**src/rtl/fpio_fifo_reader_if.sv**
```systemverilog
// fpio_fifo_reader_if: bundles the FIFO pop port (data_en/data_ack) and the
// valid/ready output stream of the fpio FIFO reader.
// master = the reader itself, slave = the FIFO plus the downstream consumer.
interface fpio_fifo_reader_if #(
    parameter int DATA_WIDTH = 32,
    parameter int FIFO_BITS  = 4
);
    logic                  f_data_en;
    logic                  f_data_ack;
    logic [DATA_WIDTH-1:0] f_data;
    logic [FIFO_BITS:0]    f_avail;
    logic                  m_valid;
    logic                  m_ready;
    logic [DATA_WIDTH-1:0] m_data;

    modport master (
        output f_data_en,
        input  f_data_ack,
        input  f_data,
        input  f_avail,
        output m_valid,
        input  m_ready,
        output m_data
    );

    modport slave (
        input  f_data_en,
        output f_data_ack,
        output f_data,
        output f_avail,
        input  m_valid,
        output m_ready,
        input  m_data
    );
endinterface

```
**src/rtl/fpio_fifo_reader.sv**
```systemverilog
// fpio_fifo_reader: drains a programmed number of words from an fpio FIFO
// using the single-outstanding data_en/data_ack pop handshake, and delivers
// them on a valid/ready stream through a 2-entry output buffer.
// Optional ack timeout is compiled in with `define FPIO_FIFO_RD_TIMEOUT_EN.
module fpio_fifo_reader #(
    parameter int DATA_WIDTH     = 32,
    parameter int FIFO_BITS      = 4,
    parameter int LEN_BITS       = 16,
    parameter int TIMEOUT_CYCLES = 15
) (
    input  logic                clk,
    input  logic                rstn,
    input  logic                start,
    input  logic [LEN_BITS-1:0] len,
    output logic                busy,
    output logic                done,
    output logic                err,
    fpio_fifo_reader_if.master  bus
);

    typedef enum logic [1:0] {
        S_IDLE,
        S_CHECK,
        S_REQ,
        S_WAIT
    } state_t;

    state_t                state;
    state_t                state_nxt;
    logic [LEN_BITS-1:0]   remaining;
    logic                  done_r;
    logic                  done_nxt;
    logic                  load;
    logic                  push;
    logic                  pop;
    logic                  out_valid;
    logic [FIFO_BITS:0]    avail;

    // Two-entry output buffer; data storage is not reset, occupancy is.
    logic [DATA_WIDTH-1:0] buf_mem [2];
    logic                  head;
    logic                  tail;
    logic [1:0]            count;

    assign avail = bus.f_avail;

`ifdef FPIO_FIFO_RD_TIMEOUT_EN
    localparam int TMO_W = $clog2(TIMEOUT_CYCLES + 1);

    logic [TMO_W-1:0] tmo_cnt;
    logic             tmo_hit;
    logic             timeout;
    logic             err_r;

    // Count cycles spent waiting for the ack; restarts each time WAIT is entered.
    always_ff @(posedge clk) begin
        if (!rstn || state != S_WAIT)
            tmo_cnt <= '0;
        else
            tmo_cnt <= tmo_cnt + 1'b1;
    end

    // The last permitted WAIT cycle is the one where the counter shows LIMIT-1.
    assign tmo_hit = (tmo_cnt == TMO_W'(TIMEOUT_CYCLES - 1));

    // Sticky error: set by a timeout, cleared by any start accepted in IDLE.
    always_ff @(posedge clk) begin
        if (!rstn)
            err_r <= 1'b0;
        else if (state == S_IDLE && start)
            err_r <= 1'b0;
        else if (timeout)
            err_r <= 1'b1;
    end

    assign err = err_r;
`else
    assign err = 1'b0;
`endif

    // State register.
    always_ff @(posedge clk) begin
        if (!rstn)
            state <= S_IDLE;
        else
            state <= state_nxt;
    end

    // Next-state and pop-request decode; exactly one REQ cycle per pop.
    always_comb begin
        state_nxt     = state;
        done_nxt      = 1'b0;
        load          = 1'b0;
        push          = 1'b0;
        bus.f_data_en = 1'b0;
`ifdef FPIO_FIFO_RD_TIMEOUT_EN
        timeout       = 1'b0;
`endif
        case (state)
            S_IDLE: begin
                if (start) begin
                    if (len == '0) begin
                        done_nxt = 1'b1;
                    end else begin
                        load      = 1'b1;
                        state_nxt = S_CHECK;
                    end
                end
            end
            S_CHECK: begin
                // f_avail lags a pop by one cycle, so it is only trusted here.
                if (avail != '0 && count < 2'd2)
                    state_nxt = S_REQ;
            end
            S_REQ: begin
                bus.f_data_en = 1'b1;
                state_nxt     = S_WAIT;
            end
            S_WAIT: begin
                if (bus.f_data_ack) begin
                    push = 1'b1;
                    if (remaining == LEN_BITS'(1)) begin
                        done_nxt  = 1'b1;
                        state_nxt = S_IDLE;
                    end else begin
                        state_nxt = S_CHECK;
                    end
                end
`ifdef FPIO_FIFO_RD_TIMEOUT_EN
                else if (tmo_hit) begin
                    timeout   = 1'b1;
                    done_nxt  = 1'b1;
                    state_nxt = S_IDLE;
                end
`endif
            end
            default: state_nxt = S_IDLE;
        endcase
    end

    // Words still to pop: loaded on an accepted start, decremented per ack.
    always_ff @(posedge clk) begin
        if (!rstn)
            remaining <= '0;
        else if (load)
            remaining <= len;
        else if (push)
            remaining <= remaining - 1'b1;
    end

    // Registered done pulse, one cycle after the decision.
    always_ff @(posedge clk) begin
        if (!rstn)
            done_r <= 1'b0;
        else
            done_r <= done_nxt;
    end

    assign done = done_r;
    assign busy = (state != S_IDLE);

    // Capture the acked word into the buffer tail.
    always_ff @(posedge clk) begin
        if (push)
            buf_mem[tail] <= bus.f_data;
    end

    assign out_valid = (count != 2'd0);
    assign pop       = out_valid && bus.m_ready;

    // Buffer pointers and occupancy; simultaneous push and pop keep the count.
    always_ff @(posedge clk) begin
        if (!rstn) begin
            head  <= 1'b0;
            tail  <= 1'b0;
            count <= 2'd0;
        end else begin
            if (push)
                tail <= ~tail;
            if (pop)
                head <= ~head;
            case ({push, pop})
                2'b10:   count <= count + 2'd1;
                2'b01:   count <= count - 2'd1;
                default: count <= count;
            endcase
        end
    end

    assign bus.m_valid = out_valid;
    assign bus.m_data  = out_valid ? buf_mem[head] : '0;

endmodule

```
**src/flat_wrapper.sv**
```systemverilog
// flat-port wrapper written by rule: the top's interface ports become plain ports
module fpio_fifo_reader_flat 
#(
    parameter int DATA_WIDTH     = 32,
    parameter int FIFO_BITS      = 4,
    parameter int LEN_BITS       = 16,
    parameter int TIMEOUT_CYCLES = 15
)
  (clk, rstn, start, len, busy, done, err, bus_f_data_en, bus_f_data_ack, bus_f_data, bus_f_avail, bus_m_valid, bus_m_ready, bus_m_data);
  fpio_fifo_reader_if #(.DATA_WIDTH(DATA_WIDTH), .FIFO_BITS(FIFO_BITS)) bus_i ();
  input  logic clk;
  input  logic rstn;
  input  logic start;
  input  logic [LEN_BITS-1:0] len;
  output logic busy;
  output logic done;
  output logic err;
  output wire logic [$bits(bus_i.f_data_en)-1:0] bus_f_data_en;
  input wire logic [$bits(bus_i.f_data_ack)-1:0] bus_f_data_ack;
  input wire logic [$bits(bus_i.f_data)-1:0] bus_f_data;
  input wire logic [$bits(bus_i.f_avail)-1:0] bus_f_avail;
  output wire logic [$bits(bus_i.m_valid)-1:0] bus_m_valid;
  input wire logic [$bits(bus_i.m_ready)-1:0] bus_m_ready;
  output wire logic [$bits(bus_i.m_data)-1:0] bus_m_data;
  assign bus_f_data_en = bus_i.f_data_en;
  assign bus_i.f_data_ack = bus_f_data_ack;
  assign bus_i.f_data = bus_f_data;
  assign bus_i.f_avail = bus_f_avail;
  assign bus_m_valid = bus_i.m_valid;
  assign bus_i.m_ready = bus_m_ready;
  assign bus_m_data = bus_i.m_data;
  fpio_fifo_reader #(.DATA_WIDTH(DATA_WIDTH), .FIFO_BITS(FIFO_BITS), .LEN_BITS(LEN_BITS), .TIMEOUT_CYCLES(TIMEOUT_CYCLES)) u_core (.clk(clk), .rstn(rstn), .start(start), .len(len), .busy(busy), .done(done), .err(err), .bus(bus_i));
endmodule
```
**config.mk**
```make
export PLATFORM = sky130hd
export DESIGN_NAME = fpio_fifo_reader_flat
export DESIGN_NICKNAME = d
export VERILOG_FILES = /design/src/rtl/fpio_fifo_reader_if.sv /design/src/rtl/fpio_fifo_reader.sv /design/src/flat_wrapper.sv
export SDC_FILE = /design/constraint.sdc
export NUM_CORES = 1
export LEC_CHECK = 0
export CORE_MARGIN = 8
export CORE_UTILIZATION = 46
export CTS_BUF_LIST = sky130_fd_sc_hd__clkbuf_8
export CTS_CLUSTER_SIZE = 12
export DETAILED_ROUTE_END_ITERATION = 16
export GPL_TIMING_DRIVEN = 0
export PLACE_DENSITY = 0.87
export SETUP_SLACK_MARGIN = 0.4
export SYNTH_ARGS = -nofsm -noshare
export SYNTH_HDL_FRONTEND = slang
export SYNTH_SLANG_ARGS = --single-unit
```
**constraint.sdc**
```tcl
create_clock -name clk -period 2.6 [get_ports clk]
set_clock_uncertainty 0.05 [all_clocks]
set_input_delay 0.52 -clock clk [delete_from_list [all_inputs] [get_ports clk]]
set_output_delay 0.52 -clock clk [all_outputs]
set_load 0.005 [all_outputs]
```
; Word level (Yosys, flattened, before mapping)
; Memory sizes are Yosys's and may differ from the RTL's. A register that Yosys moved wholly into a read port is not among the register bits.
; Index checks and enable logic that the tools add are counted.
; W data, S select, Z words.
[word_totals]
ff_bits = 23
latchBits = 0
mem_bits_rw = 64
mem_bits_ro = 0
input_bits = 58
out_inout_bits = 37
wordCells = 58
mem_count = 1
[op_classes]
addsub = 3
multipliers = 0
div_mod_pow = 0
n_lt_le_gt_ge = 1
n_eq_ne = 10
shifts = 0
n_mux = 25
bitwise_logic = 2
reduce_logical = 10
[memory_table]
columns = name, words, width, rd, rd_clocked_by_memory_dff, wr, line_no
row1 = u_core.buf_mem, 2, 32, 1, 1, 1, fpio_fifo_reader.sv:40  ; logic [DATA_WIDTH-1:0] buf_mem [2];
[ops]
columns = operator, n
row1 = $mux W16, 2
row2 = $mux W32, 1
row3 = $eq A16 B1 Y1 const B, 1
row4 = $logic_not A16 Y1, 1
row5 = $sub A16 B1 Y16 const B, 1
row6 = $mux W1, 15
row7 = $mux W2, 4
row8 = $pmux W2 S4, 1
row9 = $reduce_bool A2 Y1, 4
row10 = $eq A2 B2 Y1 const B, 3
row11 = $ne A2 B2 Y1 const B, 3
row12 = $reduce_bool A5 Y1, 1
row13 = $eq A2 B1 Y1 const B, 2
row14 = $pmux W2 S2, 1
row15 = $reduce_and A4 Y1, 1
row16 = $add A2 B1 Y2 const B, 1
row17 = $logic_and A1 B1 Y1, 2
row18 = $logic_not A2 Y1, 1
row19 = $lt A2 B2 Y1 const B, 1
row20 = $ne A2 B1 Y1 const B, 1
row21 = $not A1 Y1, 2
row22 = $pmux W1 S2, 1
row23 = $sub A2 B1 Y2 const B, 1

; Logic depth before layout (Yosys ltp)
; Gate-level depths: netlist (run 1).
[logic_depth]
depth_word = 5
ltp_mapped = 7
ltp_nobuf = 7

; Worst setup path after synthesis (run 1)
; No wires, ideal clock.
[synth_timing]
path_type = reg2reg
from = register u_core.state[1]
to = memory u_core.buf_mem[0][0], enable pin
setup_ns = 0.421
arrival_time_ns = 2.167
required_ns = 2.129
slack_ns = -0.038
stages_incl_launch_ff = 4
n_path_buf = 0
period_less_slack_ns = 2.638
path_cell_list = dfxtp_1 > ha_1 > nand2_1 > nor2_1
[synth_via]
elab_chain_cells = 4
[synth_rtl]
columns = element, line_no
row1 = from (decl), fpio_fifo_reader.sv:28  ; state_t state;
row2 = from (signal assigned), fpio_fifo_reader.sv:86  ; state <= state_nxt;
row3 = $eq A2 B2 Y1, fpio_fifo_reader.sv:99  ; case (state)
row4 = $mux W1, fpio_fifo_reader.sv:99
row5 = $mux W1, fpio_fifo_reader.sv:164  ; if (push)
row6 = $mux W1 (not written as such), fpio_fifo_reader.sv:165  ; buf_mem[tail] <= bus.f_data;
row7 = to (decl), fpio_fifo_reader.sv:40
; No other way between the ends.

; Final worst setup path (run 1)
[layout_timing]
from = register u_core.remaining[2]
to = register u_core.done_r (netlist: u_core.done)
[layout_via]
elab_chain_cells = 4
[layout_rtl]
columns = element, line_no
row1 = from (decl), fpio_fifo_reader.sv:30  ; logic [LEN_BITS-1:0] remaining;
row2 = from (signal assigned), fpio_fifo_reader.sv:146  ; remaining <= len;
row3 = from (signal assigned), fpio_fifo_reader.sv:148  ; remaining <= remaining - 1'b1;
row4 = $eq A16 B1 Y1, fpio_fifo_reader.sv:122  ; if (remaining == LEN_BITS'(1)) begin
row5 = $mux W1, fpio_fifo_reader.sv:122
row6 = $mux W1, fpio_fifo_reader.sv:120  ; if (bus.f_data_ack) begin
row7 = $pmux W1 S2, fpio_fifo_reader.sv:99
row8 = to (signal assigned), fpio_fifo_reader.sv:156  ; done_r <= done_nxt;
row9 = to (decl), fpio_fifo_reader.sv:31  ; logic done_r;
; No other way between the ends.
; A chain may end at the register's enable or synchronous reset.

==> flow_metrics.py, run 1 <==
metrics = {
    "route": {
        "drc": 0,
        "post_drt_wl_per_cell_um": 18.10,
        "firstDrtPassIters": 6,
        "drtIter0Drc": 142,
        "wl_um": 9576,
        "postRouteAntennaNets": 0,
        "vias": 2880,
        "routed_via_density": 5.444,
    },
    "finish": {
        "antenna_cells": 0,
        "stdcell_count": 529,
        "drive_gt1_share_pct": 16.75,
        "final_util_pct": 66.70,
        "nNetsFinal": 485,
        "syn_to_final_growth_pct": 43.23,
    },
    "floorplan": {
        "fp-row-count": 33,
        "dieWidth_um": 106.5,
        "core_area_um2": 8093,
        "pin_count": 95,
        "die_y_um": 106.5,
        "die_area_um2": 11350,
        "start_util_pct": 46.57,
    },
    "sta": {
        "slew_headroom_pct": 48.83,
        "period_share_pct": 84.21,
        "min_period_ns": 2.189,
        "drv_slew": 0,
        "setup_viol": 0,
        "fmax_ghz": 0.4567,
        "rsz0062_at_grt": "true",
        "worst_hold_slack_ns": 0.4468,
        "hold_violations": 0,
        "tns_ns": 0,
        "tightest_slew_ns": 0.7675,
    },
    "global_route": {
        "grt_overflow": 0,
        "grt_pass1_wl_um": 14230,
        "gr-usage-all-layers_pct": 15.92,
        "grt_max_degree": 33,
        "antenna_found_initial": 0,
        "grt_pass1_vias": 2961,
    },
    "critical_path": {
        "cp_top_family": "simple AND/OR/NAND/NOR gates",
        "cp-end-kind": "flip-flop",
        "worstPathRequired_ns": 2.82,
        "crit_chain": "or4_4, buf_6, or4b_4, or3_4, a211oi_2",
        "worstSetupStartpointType": "flip-flop",
        "cpPeakStageDelay_ns": 0.53,
        "critPathArrivalTime_ns": 2.41,
        "slowest_stage": "or4_4",
        "cp_num_buf_inv": 1,
        "criticalPathCategory": "flip-flop to flip-flop",
        "cp_max_fo": 2,
    },
    "power": {
        "peakVddDrop_uv": 400.3,
        "p_sw_share_pct": 29.79,
        "p_sw_mw": 1.175,
        "p_per_area_nw_per_um2": 730.7,
        "p_int_mw": 2.769,
        "pwr-share-comb_pct": 31.2,
        "p_total_mw": 3.944,
        "seqPwrFrac_pct": 44.5,
        "clock_power_share_pct": 24.2,
        "p_leak_nw": 2.093,
    },
    "synth": {
        "synth_top_area_cell": "edfxtp_1",
        "syn-num-nets": 362,
        "syn-instance-count": 296,
        "synth_top_area_share_pct": 51.00,
        "synth.most_common_cell": "edfxtp_1",
        "ys_top_cells_by_area": "edfxtp_1, dfxtp_1, mux2i_1",
        "ys_async_sr_fraction_pct": 0,
        "avgSynthCellArea_um2": 12.73,
        "synth_area_um2": 3769,
        "synth_seq_cells": 88,
        "ys.flop_type": "edfxtp_1",
        "synth.distinct_cells": 38,
        "synth-seq-area-share_pct": 63.75,
        "yosysWarningCount": 0,
        "yosys-top-cells-count": "edfxtp_1, nor2_1, mux2i_1",
        "synth_edf_count": 64,
    },
    "hold_path": {
        "hp-class": "input pin to flip-flop",
    },
    "cts": {
        "insertion_delay_ns": 0.35,
        "cts.path.max_buffers": 2,
        "path_clk_slew_ns": 0.09,
        "ctsHoldBuffers": 0,
        "htreeDepth": 3,
        "cts_tree": "done",
        "cts_sinks": 88,
        "numCtsBuffers": 9,
        "cts-root-buf": "clkbuf_8",
    },
    "outcome": {
        "status": "complete, no violations",
    },
    "placed_design": {
        "dp_hpwl_um": 6280,
        "routabilityCongestion": 0.7403,
        "io_buffers": 93,
        "dp_cells": 494,
    },
    "run": {
        "cap_viol_max_count": 0,
    },
}
[worst paths after layout]
check	from	endpoint	slack, ns	cells after the start
max reg2reg	u_core.remaining[2]	u_core.done	0.41	5
min reg2reg	u_core.state[1]	u_core.state[1]	0.45	2
min	len[9]	u_core.remaining[9]	0.45	3
max	u_core.remaining[2]	u_core.done	0.41	5
[metrics by stage]
| step | cell area (um^2) | setup slack, ns |
|---|---|---|
| floorplan | 3779 | 0.4211 |
| global placement | 4841 | -0.5036 |
| detailed placement | 4847 | -0.2775 |
| CTS | 5274 | 0.2877 |
| global route | 5398 | 0.3627 |
| finish | 5398 | 0.4105 |
[repair_timing]
item,in CTS,in global routing
endpoints found under the setup margin,78,26
resized for setup,87,28
gates cloned,2,0
buffers inserted,11,6
pin swaps,6,6
[flip-flops by register name, summed over array words and instances, names as in the netlist, named ones only]
| name | cells |
|---|---|
| u_core.buf_mem | 64 |
| u_core.count | 2 |
| u_core.done | 1 |
| u_core.head | 1 |
| u_core.remaining | 16 |
| u_core.state | 2 |
| u_core.tail | 1 |
[power by group through the flow]
| stage | registers, mW | logic, mW | clock network (mW) |
|---|---|---|---|
| 2_1_floorplan | 1.75 | 0.591 | 0 |
| 3_3_place_gp | 1.76 | 0.975 | 0 |
| 3_5_place_dp | 1.78 | 1.01 | 0 |
| 4_1_cts | 1.75 | 1.16 | 0.966 |
| 5_1_grt | 1.77 | 1.33 | 1.02 |
| 6_report | 1.76 | 1.23 | 0.956 |
[final cells by class]
cell class | count | area (um^2)
Fill cell | 595 | 2695
Sequential cell | 88 | 2411
Multi-Input combinational cell | 188 | 1378
Timing Repair Buffer | 111 | 1082
Buffer | 14 | 167.7
Tap cell | 105 | 131.4
Clock buffer | 9 | 123.9
Clock inverter | 7 | 77.57
Inverter | 7 | 26.28
[placed cells by master, fill, tap and decap left out, types with 2 or more instances in the layout]
master	instances
or4_4	5
inv_6	3
a31oi_1	2
xor2_1	5
and2_1	4
nor4_1	6
clkbuf_8	10
o21ai_1	4
clkdlybuf4s15_1	4
dfxtp_1	17
mux2i_1	33
a21oi_1	9
clkbuf_4	2
nor2_4	3
ha_1	7
clkdlybuf4s50_1	48
nand2_1	4
inv_1	7
nor3_1	4
buf_4	16
edfxtp_1	64
clkbuf_1	2
a211oi_1	6
buf_8	3
buf_6	2
or3_1	7
xnor2_1	11
or4_1	2
mux2i_2	2
buf_12	5
dlymetal6s2s_1	11
dlygate4sd2_1	30
nor2_1	44
o21ai_0	11
dfxtp_2	7
[per-layer routing]
layer | part of all wire (%) | up-vias | global-route usage (%)
met5 | 0 | - | 0
met4 | 1.7 | 0 | 7.035
met3 | 6.7 | 16 | 4.114
met2 | 52 | 108 | 28.51
met1 | 40 | 1415 | 17.35
li1 | - | 1341 | -
[worst min-delay path, stage by stage]
cell and delay [ns]:
dlymetal6s2s_1 0.10, o21ai_1 0.07, a21oi_1 0.11
[kinds of logic after synthesis]
family / count (synthesis) / synth area share [%]
compound gates: 39 / 6.474
xor+xnor: 16 / 3.718
fa+ha+maj: 8 / 2.656
buf+inv: 21 / 2.258
flops: 88 / 63.74
mux: 35 / 9.296
other cells: 1 / 0.09951
simple gates: 88 / 11.75
Power figures use the tool's default switching activity.
==> run 2, diff against run 1 <==
- CORE_UTILIZATION: 46 -> 50
- PLACE_DENSITY: 0.87 -> 0.89
- clock period: 2.6 -> 2.1 ns (I/O delays scaled with it)
==> run 2 against run 1 <==
The run now ends with setup timing left. Sequential power increased by 26%. Global-route usage increased by 5.0 points. Combinational power increased by 62%. Final cell count increased by 3.8%. Utilization increased by 14 points. Non-clock buffer count increased by 26. First-iteration DRC count decreased by 8.5%. Design area increased by 9.1%. Sequential share of layout area decreased by 3.8 points. Critical path type unchanged. Largest cell class unchanged. Highest routed layer unchanged.
==> flow_metrics.py, run 2 (synthesis gave the netlist of run 1 again) <==
metrics = {
    "finish": {
        "drive_gt1_share_pct": 39.11,
        "antenna_cells": 0,
        "syn_to_final_growth_pct": 56.27,
        "mostFrequentLayoutCells": "edfxtp_1, clkdlybuf4s50_1, nor2_1, buf_2, buf_6",
        "stdcell_area_um2": 5889,
        "nNetsFinal": 511,
        "largestRegisters": "u_core.buf_mem: 64 flops, u_core.remaining: 16 flops",
        "mostFrequentLayoutCell": "edfxtp_1",
        "largest_reg_flops": 64,
        "largest_register": "u_core.buf_mem",
        "final_util_pct": 80.77,
    },
    "global_route": {
        "use_met3_pct": 6.415,
        "grt_pass1_vias": 3178,
        "grt_most_used_layer": "met2",
        "grt_overflow": 0,
        "gr-usage-all-layers_pct": 20.96,
        "use_met2_pct": 37.51,
        "antenna_found_initial": 0,
        "grt_max_degree": 33,
        "met1_usage_pct": 22.81,
        "grt_pass1_wl_um": 16690,
    },
    "sta": {
        "hold_violations": 0,
        "rsz0062_at_grt": "true",
        "min_period_ns": 2.194,
        "drv_slew": 0,
        "period_share_pct": 104.5,
        "setup_slack_ns": -0.09406,
        "setup_viol": 4,
        "fmax_ghz": 0.4558,
        "tightest_slew_ns": 0.5357,
        "slew_headroom_pct": 64.29,
    },
    "cts": {
        "insertion_delay_ns": 0.35,
        "cts-root-buf": "clkbuf_8",
        "cts.path.max_buffers": 2,
        "htreeDepth": 3,
        "numCtsBuffers": 9,
        "cts_sinks": 88,
        "cts_tree": "done",
        "ctsHoldBuffers": 0,
        "path_clk_slew_ns": 0.09,
    },
    "floorplan": {
        "core_area_um2": 7292,
        "pin_count": 95,
        "start_util_pct": 51.68,
        "fp-row-count": 31,
        "dieWidth_um": 102.8,
        "die_y_um": 102.8,
        "die_area_um2": 10570,
    },
    "critical_path": {
        "ff2ff_setup_slack_ns": -0.09,
        "cp-end-kind": "flip-flop",
        "r2r_start": "u_core.remaining[3]",
        "worstPathRequired_ns": 2.32,
        "cp_max_fo": 2,
        "rr_endpoint": "u_core.done",
        "critPathArrivalTime_ns": 2.41,
        "rr_worst_depth": 5,
        "worstSetupStartpointType": "flip-flop",
        "criticalPathCategory": "flip-flop to flip-flop",
    },
    "hold_path": {
        "worstHoldEndpoint": "u_core.remaining[3]",
        "hp-class": "input pin to flip-flop",
        "hold_start": "len[3]",
        "whs_path_depth": 3,
    },
    "placed_design": {
        "placed_cell_area_um2": 4917,
        "routabilityCongestion": 0.8234,
        "io_buffers": 93,
        "dp_hpwl_um": 6475,
    },
    "route": {
        "firstDrtPassIters": 4,
        "post_drt_wl_per_cell_um": 21.90,
        "wl_um": 12030,
        "drtIter0Drc": 130,
        "vias": 3058,
        "postRouteAntennaNets": 0,
        "routed_via_density": 5.570,
        "drc": 0,
    },
    "outcome": {
        "status": "finished with violations",
        "violations": "setup timing",
    },
    "power": {
        "p_leak_nw": 2.213,
        "peakVddDrop_uv": 513.0,
        "p_per_area_nw_per_um2": 954.6,
    },
    "run": {
        "cap_viol_max_count": 0,
    },
}
run 2: cell types whose count changed in the layout (fill, tap and decap cells not counted), moves of 3 or more:
cell / change
nor4_4: +3
nor4_1: -4
dlygate4sd2_1: -25
o21ai_1: +3
nor2_2: +4
o21ai_0: -5
mux2i_1: -11
clkdlybuf4s50_1: -6
buf_6: +26
buf_2: +38
buf_4: -4
nor2_1: -4
dlymetal6s2s_1: -11
mux2i_2: +10
run 2: per-layer routing:
layer | routed length, um | vias up
li1 | - | 1397
met1 | 4576 | 1485
met2 | 6219 | 148
met3 | 926 | 28
met4 | 303 | 0
met5 | 0 | -
run 2: how the worst max path moves through the flow:
stage / depth (start not counted) / startpoint / end
after floorplan: 5 / u_core.remaining[3] / u_core.done
after global placement: 6 / len[2] / u_core.remaining[1]
after detailed placement: 6 / len[2] / u_core.remaining[1]
after CTS: 5 / u_core.remaining[3] / u_core.done
after global routing: 5 / u_core.remaining[3] / u_core.done
final: 5 / u_core.remaining[3] / u_core.done
run 2: per-stage QoR:
stage / std cells / hold WS (ns) / power (mW) / worst slack (ns) / setup TNS, ns
6_report: 549 / 0.3199 / 5.622 / -0.09406 / -0.2048
5_1_grt: 549 / 0.3130 / 5.847 / -0.1440 / -0.5636
4_1_cts: 538 / 0.3158 / 5.297 / -0.09588 / -0.1539
3_5_place_dp: 488 / 0.4538 / 3.535 / -0.4874 / -22.14
3_3_place_gp: 488 / 0.4396 / 3.467 / -0.4481 / -19.41
2_1_floorplan: 296 / 0.4194 / 2.970 / -0.01199 / -0.01199
run 2: power breakdown:
part	switching [mW]	internal [mW]
Clock	0.622	0.793
Sequential	0.180	2.04
Combinational	0.928	1.06
run 2: timing repair:
item | in CTS | in global routing
gates cloned | 4 | 1
endpoints found under the hold margin | 0 | 0
resized for setup | 263 | 46
setup endpoints to repair | 119 | 55
buffers inserted | 30 | 10
pin swaps | 27 | 22
run 2: area by class of cell:
type                            count  area [um^2]
Fill cell                         387         1403
Tap cell                           99        123.9
Sequential cell                    88         2410
Clock buffer                        9        123.9
Inverter                            7        26.28
Timing Repair Buffer              137         1250
Multi-Input combinational cell    188         1647
Buffer                             14        190.2
Clock inverter                      7        118.9
run 2: worst max-delay path: stages (launching register included):
cell	delay, ns
dfxtp_2	0.33
or4_4	0.53
buf_6	0.14
or4b_4	0.51
or3_4	0.34
a211oi_2	0.23
